### config.mk
export PLATFORM = sky130hd
export DESIGN_NAME = ws2812b_vu_level
export DESIGN_NICKNAME = d
export VERILOG_FILES = /design/src/rtl/ws2812b_vu_pkg.sv /design/src/rtl/ws2812b_seq_mul.sv /design/src/rtl/ws2812b_vu_level.sv
export SDC_FILE = /design/constraint.sdc
export NUM_CORES = 1
export LEC_CHECK = 0
export ABC_AREA = 1
export BUFFER_PORTS_ARGS = -buffer_cell sky130_fd_sc_hd__buf_2
export CORE_MARGIN = 8
export CORE_UTILIZATION = 65
export DETAILED_ROUTE_END_ITERATION = 8
export HOLD_SLACK_MARGIN = 0.05
export PLACE_DENSITY_LB_ADDON = 0.12
export SLEW_MARGIN = 20
export SYNTH_ARGS = -nofsm -noshare
export SYNTH_HDL_FRONTEND = slang
export SYNTH_SLANG_ARGS = --single-unit
### constraint.sdc
create_clock -name clk -period 4.8 [get_ports clk]
set_clock_uncertainty 0.1 [all_clocks]
set_input_delay 0.96 -clock clk [delete_from_list [all_inputs] [get_ports clk]]
set_output_delay 0.96 -clock clk [all_outputs]
set_load 0.02 [all_outputs]
### src/rtl/ws2812b_vu_pkg.sv
// Shared widths, FSM state encoding and the sample magnitude helper for the VU level stage.
package ws2812b_vu_pkg;

  localparam int SAMPLE_W = 16;
  localparam int COUNT_W  = 16;
  localparam int PROD_W   = 32;

  localparam logic [1:0] ST_IDLE = 2'd0;
  localparam logic [1:0] ST_MUL  = 2'd1;
  localparam logic [1:0] ST_DONE = 2'd2;

  typedef enum logic [1:0] {
    IDLE = ST_IDLE,
    MUL  = ST_MUL,
    DONE = ST_DONE
  } vu_state_e;

  // Unsigned magnitude; -32768 maps to 32768 because the result is read as unsigned.
  function automatic logic [COUNT_W-1:0] abs_mag(input logic [SAMPLE_W-1:0] s);
    return s[SAMPLE_W-1] ? (~s + 16'd1) : s;
  endfunction

endpackage

### src/rtl/ws2812b_seq_mul.sv
// 16x16 unsigned shift-add multiplier: start loads operands, 16 busy cycles, one-cycle done pulse.
module ws2812b_seq_mul
  import ws2812b_vu_pkg::*;
(
  input  logic                clk,
  input  logic                reset,
  input  logic                start,
  input  logic [COUNT_W-1:0]  a,
  input  logic [COUNT_W-1:0]  b,
  output logic                busy,
  output logic                done,
  output logic [PROD_W-1:0]   prod
);

  logic [PROD_W-1:0]  mcand;
  logic [COUNT_W-1:0] mplier;
  logic [PROD_W-1:0]  acc;
  logic [4:0]         cnt;

  always_ff @(posedge clk) begin
    if (reset) begin
      mcand  <= '0;
      mplier <= '0;
      acc    <= '0;
      cnt    <= '0;
      busy   <= 1'b0;
      done   <= 1'b0;
    end else begin
      done <= 1'b0;
      if (start && !busy) begin
        mcand  <= {{(PROD_W-COUNT_W){1'b0}}, a};
        mplier <= b;
        acc    <= '0;
        cnt    <= 5'd16;
        busy   <= 1'b1;
      end else if (busy) begin
        if (mplier[0]) acc <= acc + mcand;
        mcand  <= mcand << 1;
        mplier <= mplier >> 1;
        cnt    <= cnt - 5'd1;
        if (cnt == 5'd1) begin
          busy <= 1'b0;
          done <= 1'b1;
        end
      end
    end
  end

  assign prod = acc;

endmodule

### src/rtl/ws2812b_vu_level.sv
// Audio samples -> peak tracker -> per-frame bar length for the WS2812B meter.
// Optional peak-hold marker is built when WS2812B_VU_PEAK_HOLD_EN is defined.
module ws2812b_vu_level
  import ws2812b_vu_pkg::*;
#(
  parameter int FRAME_LEN   = 256,
  parameter int DECAY_DIV   = 16,
`ifdef WS2812B_VU_PEAK_HOLD_EN
  parameter int HOLD_FRAMES = 8,
`endif
  parameter int DECAY_SHIFT = 4
)
(
  input  logic                       clk,
  input  logic                       reset,
  input  logic                       sample_valid,
  input  logic signed [SAMPLE_W-1:0] sample,
  input  logic [COUNT_W-1:0]         maxCount,
  output logic [COUNT_W-1:0]         onCount,
  output logic                       level_valid,
`ifdef WS2812B_VU_PEAK_HOLD_EN
  output logic [COUNT_W-1:0]         peakCount,
`endif
  output logic [1:0]                 dbg_state
);

  vu_state_e          state, state_next;
  logic [COUNT_W-1:0] peak, peak_next, mag, step;
  logic [15:0]        frame_cnt, decay_cnt;
  logic [COUNT_W-1:0] snap, m_r, on_new;
  logic               decay_tick, frame_end, kick;
  logic               mul_busy, mul_done;
  logic [PROD_W-1:0]  mul_prod, scaled;

  always_comb begin
    mag        = abs_mag(sample);
    decay_tick = (decay_cnt == 16'(DECAY_DIV - 1));
    frame_end  = sample_valid && (frame_cnt == 16'(FRAME_LEN - 1));
    step       = peak >> DECAY_SHIFT;
    if (step == '0) step = 16'd1;
    peak_next  = peak;
    // Attack wins over a coincident decay tick.
    if (sample_valid) begin
      if (mag > peak)      peak_next = mag;
      else if (decay_tick) peak_next = (peak > step) ? (peak - step) : '0;
    end
  end

  // A frame end landing while busy only wraps the counter; the frame is dropped.
  always_ff @(posedge clk) begin
    if (reset) begin
      peak      <= '0;
      frame_cnt <= '0;
      decay_cnt <= '0;
      snap      <= '0;
      m_r       <= '0;
      kick      <= 1'b0;
    end else begin
      peak <= peak_next;
      kick <= frame_end && (state == IDLE);
      if (sample_valid) begin
        decay_cnt <= decay_tick ? 16'd0 : decay_cnt + 16'd1;
        frame_cnt <= frame_end  ? 16'd0 : frame_cnt + 16'd1;
      end
      if (frame_end && (state == IDLE)) begin
        snap <= peak_next;
        m_r  <= maxCount;
      end
    end
  end

  ws2812b_seq_mul u_mul (
    .clk   (clk),
    .reset (reset),
    .start (kick && !mul_busy),
    .a     (snap),
    .b     (m_r),
    .busy  (mul_busy),
    .done  (mul_done),
    .prod  (mul_prod)
  );

  always_comb begin
    scaled = mul_prod >> 15;
    on_new = (scaled > {{(PROD_W-COUNT_W){1'b0}}, m_r}) ? m_r : scaled[COUNT_W-1:0];
  end

  always_ff @(posedge clk) begin
    if (reset) state <= IDLE;
    else       state <= state_next;
  end

  always_comb begin
    state_next = state;
    case (state)
      IDLE:    if (frame_end) state_next = MUL;
      MUL:     if (mul_done)  state_next = DONE;
      DONE:    state_next = IDLE;
      default: state_next = IDLE;
    endcase
  end

  // Results land on the edge entering DONE, so they are valid for the whole pulse.
  always_ff @(posedge clk) begin
    if (reset)                         onCount <= '0;
    else if (state == MUL && mul_done) onCount <= on_new;
  end

  assign level_valid = (state == DONE);
  assign dbg_state   = state;

`ifdef WS2812B_VU_PEAK_HOLD_EN
  logic [15:0] hold_cnt;

  always_ff @(posedge clk) begin
    if (reset) begin
      peakCount <= '0;
      hold_cnt  <= '0;
    end else if (state == MUL && mul_done) begin
      if (on_new >= peakCount) begin
        peakCount <= on_new;
        hold_cnt  <= 16'(HOLD_FRAMES);
      end else if (hold_cnt != 16'd0) begin
        hold_cnt  <= hold_cnt - 16'd1;
      end else begin
        // peakCount > on_new here, so one step down never undershoots the bar.
        peakCount <= peakCount - 16'd1;
      end
    end
  end
`endif

endmodule

==> results.json, run 1 <==
{
  "status": "finished, final reports clean",
  "power.switching_mw": 1.17,
  "crit_fanout": 22,
  "nets": 2038,
  "whs_ps": 364,
  "maxCapViolations": 0,
  "area_growth_pct": 8.51,
  "ys.flop_type": "dfxtp_1",
  "synthesis.area_um2": 12100,
  "end_kind": "register",
  "ys_seq_area_frac": 0.308,
  "dp_hpwl_mm": 23.7,
  "finalCritPeriodShare": 0.811,
  "insertedDiodeCount": 0,
  "num_io_pins": 54,
  "cp.arrival_ps": 4170,
  "drtPass1Iterations": 5,
  "timing.rr.start": "peak[12]",
  "met1Wirelength_mm": 14.2,
  "worstSkewPairLatency_ps": 460,
  "die_h_um": 152,
  "seqPwrFrac": 0.436,
  "overflow": 0,
  "ys_seq_elements": 186,
  "routed_via_density": 5.62,
  "setup_viol": 0,
  "layout_common_cells": "498 x nand2_1, 288 x inv_1, 190 x nor2_1",
  "finalHoldViolCount": 0,
  "drive_above_1_share": 0.0668,
  "crit_type": "input port to register",
  "rsz0062_at_grt": "false",
  "grt.total_usage": 0.269,
  "async_reset_ff_frac": 0,
  "drtIter0Drc": 881,
  "netlist_instances": 1893,
  "cts_tree": "yes",
  "setup_tns_ps": 0,
  "netSwitchingFraction": 0.320,
  "syn-num-nets": 2012,
  "yosysWarnings": 0,
  "cts_resized": 0,
  "drc": 0,
  "routed_wl_mm": 32.0,
  "post_drt_wl_per_cell_um": 14.8,
  "startpoint_type": "input port",
  "power_mw": 3.65,
  "cts_setup_buffers": 0,
  "die_x_um": 152,
  "first_global_vias": 11300,
  "r2r_end": "snap[8]",
  "vias": 12200,
  "synthDistinctLibCells": 47,
  "ant_nets": 0,
  "period_minus_slack_ps": 3890,
  "peakVddDrop_mv": 0.267,
  "io_buffer_count": 53,
  "cts.path.max_buffers": 2,
  "top_layer_used": "met4",
  "reg2reg_setup_slack_ps": 1510,
  "grt_pass1_wl_mm": 52.1,
  "combPwrFrac": 0.156,
  "synth_edf_count": 0,
  "worstMarginPinSlew_ps": 1110,
  "clk_pin_slew_ps": 90,
  "p_clk_frac": 0.408,
  "htree_levels": 4,
  "clockRootBuffer": "clkbuf_16",
  "final_area_um2": 13100,
  "placed_cell_area_um2": 12500,
  "antenna_found_initial": 0,
  "crit_required_ps": 5070,
  "hold_buffers": 0,
  "p_leak_nw": 6.37,
  "met2_length_mm": 14.9,
  "cts.sinks": 186,
  "relSlewSlack": 0.259,
  "final_cells": 2166,
  "coreArea_um2": 18500,
  "power.internal_mw": 2.48,
  "cts_buffers": 17,
  "post-place-cells": 2134,
  "die_area_um2": 23200,
  "power-per-cell-area_nw_per_um2": 278,
  "grt_max_degree": 67,
  "start_util": 0.655,
  "rows": 50,
  "post_synth.cell_area_avg_um2": 6.39,
  "place.gp.congestion": 0.982,
  "startpoint": "sample[0]",
  "layout_commonest_cell": "nand2_1",
  "maxSlewViolCount": 0,
  "route.met3.wl_mm": 2.03,
  "max_freq_mhz": 257,
  "reg2reg_depth": 20,
  "hold_class": "register to register",
  "endpoint": "snap[14]"
}
[metal layers]
layer	up-vias	GRT usage
met5	-	0
met4	0	0.110
met3	70	0.0372
met2	410	0.458
met1	5545	0.337
li1	6158	-
[registers in the layout (all words and copies together), names as in the netlist]
register / flops
u_mul.mcand: 32
onCount: 16
dbg_state: 2
frame_cnt: 16
u_mul.busy: 1
snap: 16
m_r: 16
u_mul.prod: 32
kick: 1
u_mul.done: 1
peak: 16
u_mul.mplier: 16
decay_cnt: 16
u_mul.cnt: 5
[synthesized netlist by cell type, types with 3 or more instances]
cell type  number  area share
nand4_1        27       0.014
o211ai_1        8      0.0050
xor2_1         23       0.017
ha_1           82       0.085
nor2_1        191       0.059
a211oi_1       18       0.011
buf_1          10      0.0031
xnor2_1         4      0.0029
nor2_2          6      0.0031
dfxtp_1       186        0.31
o21a_1         15      0.0093
nor3b_1         5      0.0031
nand3_1       141       0.058
nor3_2          5      0.0041
clkbuf_1       33       0.010
buf_2          12      0.0050
o21ai_0        91       0.038
nand2_2         7      0.0036
a21oi_1       151       0.063
clkinv_1        4      0.0012
o21ai_1         4      0.0017
nor3_1         19      0.0079
o21bai_1        3      0.0019
a21o_1          5      0.0031
inv_2           5      0.0016
o221ai_1       11      0.0080
nor4_1         10      0.0052
nand2_1       498        0.15
nand3b_1       10      0.0062
inv_1         288       0.089
[power by group through the flow]
stage          clock network, mW  registers (mW)  logic [mW]
4_1_cts                     1.50            1.59       0.561
3_3_place_gp                   0            1.62       0.547
6_report                    1.49            1.59       0.571
2_1_floorplan                  0            1.61       0.436
3_5_place_dp                   0            1.62       0.557
5_1_grt                     1.55            1.59       0.649
[worst min path at each step]
stage	slack, ps	cells after the start	end	startpoint
5_1_grt	380	2	onCount[7]	onCount[7]
4_1_cts	370	2	onCount[7]	onCount[7]
3_3_place_gp	350	1	u_mul.cnt[4]	u_mul.cnt[4]
3_5_place_dp	350	2	onCount[2]	onCount[2]
2_1_floorplan	330	1	u_mul.cnt[4]	u_mul.cnt[4]
6_report	360	2	onCount[2]	onCount[2]
[cells by family after synthesis]
kind of cell    Yosys count  share of synthesized area
simple gates            929                      0.327
buf+inv                 355                      0.113
compound gates          312                      0.144
flops                   186                      0.308
fa+ha+maj                84                     0.0882
xor+xnor                 27                     0.0196
[cell type report]
class                           count  area, um2
Inverter                          298       1120
Timing Repair Buffer               64        348
Multi-Input combinational cell   1352       7010
Clock inverter                     15        200
Sequential cell                   186       3720
Fill cell                        1588       5340
Tap cell                          234        293
Clock buffer                       17        425
[critical path, cell delays in order]
cell and delay [ps]:
buf_2 100, inv_1 100, ha_1 180, nand2_1 90
nor2_1 260, nand3b_1 110, nand2_1 70, nand2_1 40
o21ai_0 120, inv_1 70, ha_1 270, nand2_1 90
nor3_2 220, nand3_1 240, nand2_1 610, nand2_1 220
inv_2 90, nand2_1 50, nand2_1 60, nand2_1 60
a21oi_1 130
[per-stage QoR]
stage	setup slack, ps	utilization
after floorplan	1390	-
after global placement	664	0.677
after detailed placement	546	0.677
after CTS	991	0.711
after global routing	567	0.711
final	905	0.711
Note: power is estimated with default switching activity, not from simulation.
==> inputs of run 2 (changes only) <==
Settings changed: CORE_UTILIZATION 65 to 63.
Clock period 4.8 ns to 3.9 ns, I/O delays scaled along.
==> results.json, run 2 (synthesis results as in run 1) <==
{
  "status": "finished, final reports clean",
  "overflow": 0,
  "cts_resized": 0,
  "maxCapViolations": 0,
  "p_leak_nw": 6.41,
  "place.gp.congestion": 0.985,
  "routed_via_density": 5.65,
  "cp.arrival_ps": 3680,
  "cts_buffers": 17,
  "worstMarginPinSlew_ps": 730,
  "drtIter0Drc": 1218,
  "post-place-cells": 2141,
  "die_x_um": 155,
  "die_h_um": 155,
  "setup_tns_ps": 0,
  "start_util": 0.644,
  "coreArea_um2": 18800,
  "drc": 0,
  "relSlewSlack": 0.513,
  "power-per-cell-area_nw_per_um2": 342,
  "layout_commonest_cell": "nand2_1",
  "clockRootBuffer": "clkbuf_16",
  "finalHoldViolCount": 0,
  "crit_required_ps": 4140,
  "antenna_found_initial": 0,
  "first_global_vias": 11300,
  "cts_tree": "yes",
  "area_growth_pct": 8.93,
  "final_cells": 2173,
  "nets": 2045,
  "hold_class": "register to register",
  "post_drt_wl_per_cell_um": 15.2,
  "nFillCells": 1632,
  "ant_nets": 0,
  "finalCritPeriodShare": 0.881,
  "drive_above_1_share": 0.0696,
  "grt_max_degree": 66,
  "cts_setup_buffers": 0,
  "grt_pass1_wl_mm": 54.5,
  "dp_hpwl_mm": 25.1,
  "startpoint_type": "input port",
  "end_kind": "register",
  "grt.total_usage": 0.276,
  "drtPass1Iterations": 5,
  "htree_levels": 4,
  "hold_buffers": 0,
  "rows": 50,
  "num_io_pins": 54,
  "maxSlewViolCount": 0,
  "final_util": 0.702,
  "max_freq_mhz": 291,
  "worstSkewPairLatency_ps": 440,
  "final_area_um2": 13200,
  "crit_fanout": 21,
  "die_area_um2": 23900,
  "setup_viol": 0,
  "io_buffer_count": 53,
  "vias": 12300,
  "clk_pin_slew_ps": 80,
  "cts.path.max_buffers": 2,
  "insertedDiodeCount": 0,
  "rsz0062_at_grt": "false",
  "crit_type": "input port to register",
  "routed_wl_mm": 33.0,
  "peakVddDrop_mv": 0.352,
  "placed_cell_area_um2": 12500,
  "layout_common_cells": "498 x nand2_1, 288 x inv_1, 191 x nor2_1",
  "cts.sinks": 186,
  "period_minus_slack_ps": 3440
}
-- run 2: layout make-up --
cell class                      count  area, um2  share of cell area
Sequential cell                   186       3720               0.283
Clock inverter                     15        201              0.0153
Multi-Input combinational cell   1352       7000               0.532
Inverter                          298       1120              0.0850
Clock buffer                       17        425              0.0323
Tap cell                          234        293              0.0222
Timing Repair Buffer               71        400              0.0304
-- run 2: worst max-delay path: stages --
cell,delay (ps)
buf_2,110
inv_1,90
ha_1,180
nand2_1,100
nor2_1,270
nand3b_1,110
nand2_1,70
nand2_1,40
o21ai_0,120
inv_1,80
ha_1,270
nand2_1,90
nor3_2,220
nand2_1,90
nand2_2,150
nand2_1,90
buf_4,210
o21ai_0,230
inv_1,80
nand2_1,100
nand3_1,70
nand2_1,90
inv_1,50
-- run 2: routing by layer --
| layer | wire (um) | global-route usage |
|---|---|---|
| met5 | 0 | 0 |
| met4 | 495 | 0.0705 |
| met3 | 2700 | 0.0451 |
| met2 | 14200 | 0.423 |
| met1 | 15600 | 0.395 |
-- run 2: final timing paths --
path / startpoint / end / slack, ps / depth (start not counted)
min: u_mul.cnt[4] / u_mul.cnt[4] / 360 / 1
min reg2reg: u_mul.cnt[4] / u_mul.cnt[4] / 360 / 1
max reg2reg: peak[13] / snap[0] / 480 / 20
max: sample[0] / snap[1] / 460 / 23
-- run 2: report_power, final --
part | internal, mW | switching [mW] | total [mW] | leakage [nW]
logic | 0.247 | 0.488 | 0.734 | 4.61
clock network | 0.891 | 0.926 | 1.82 | 0.303
registers | 1.92 | 0.0348 | 1.95 | 1.50
total | 3.06 | 1.45 | 4.51 | 6.41
-- run 2: per-stage QoR --
stage / power (mW) / hold WS, ps / worst slack [ps]
after floorplan: 2.52 / 333 / 675
after global placement: 2.69 / 345 / 269
after detailed placement: 2.71 / 352 / 125
after CTS: 4.50 / 365 / 513
after global routing: 4.71 / 387 / 111
final: 4.51 / 364 / 463
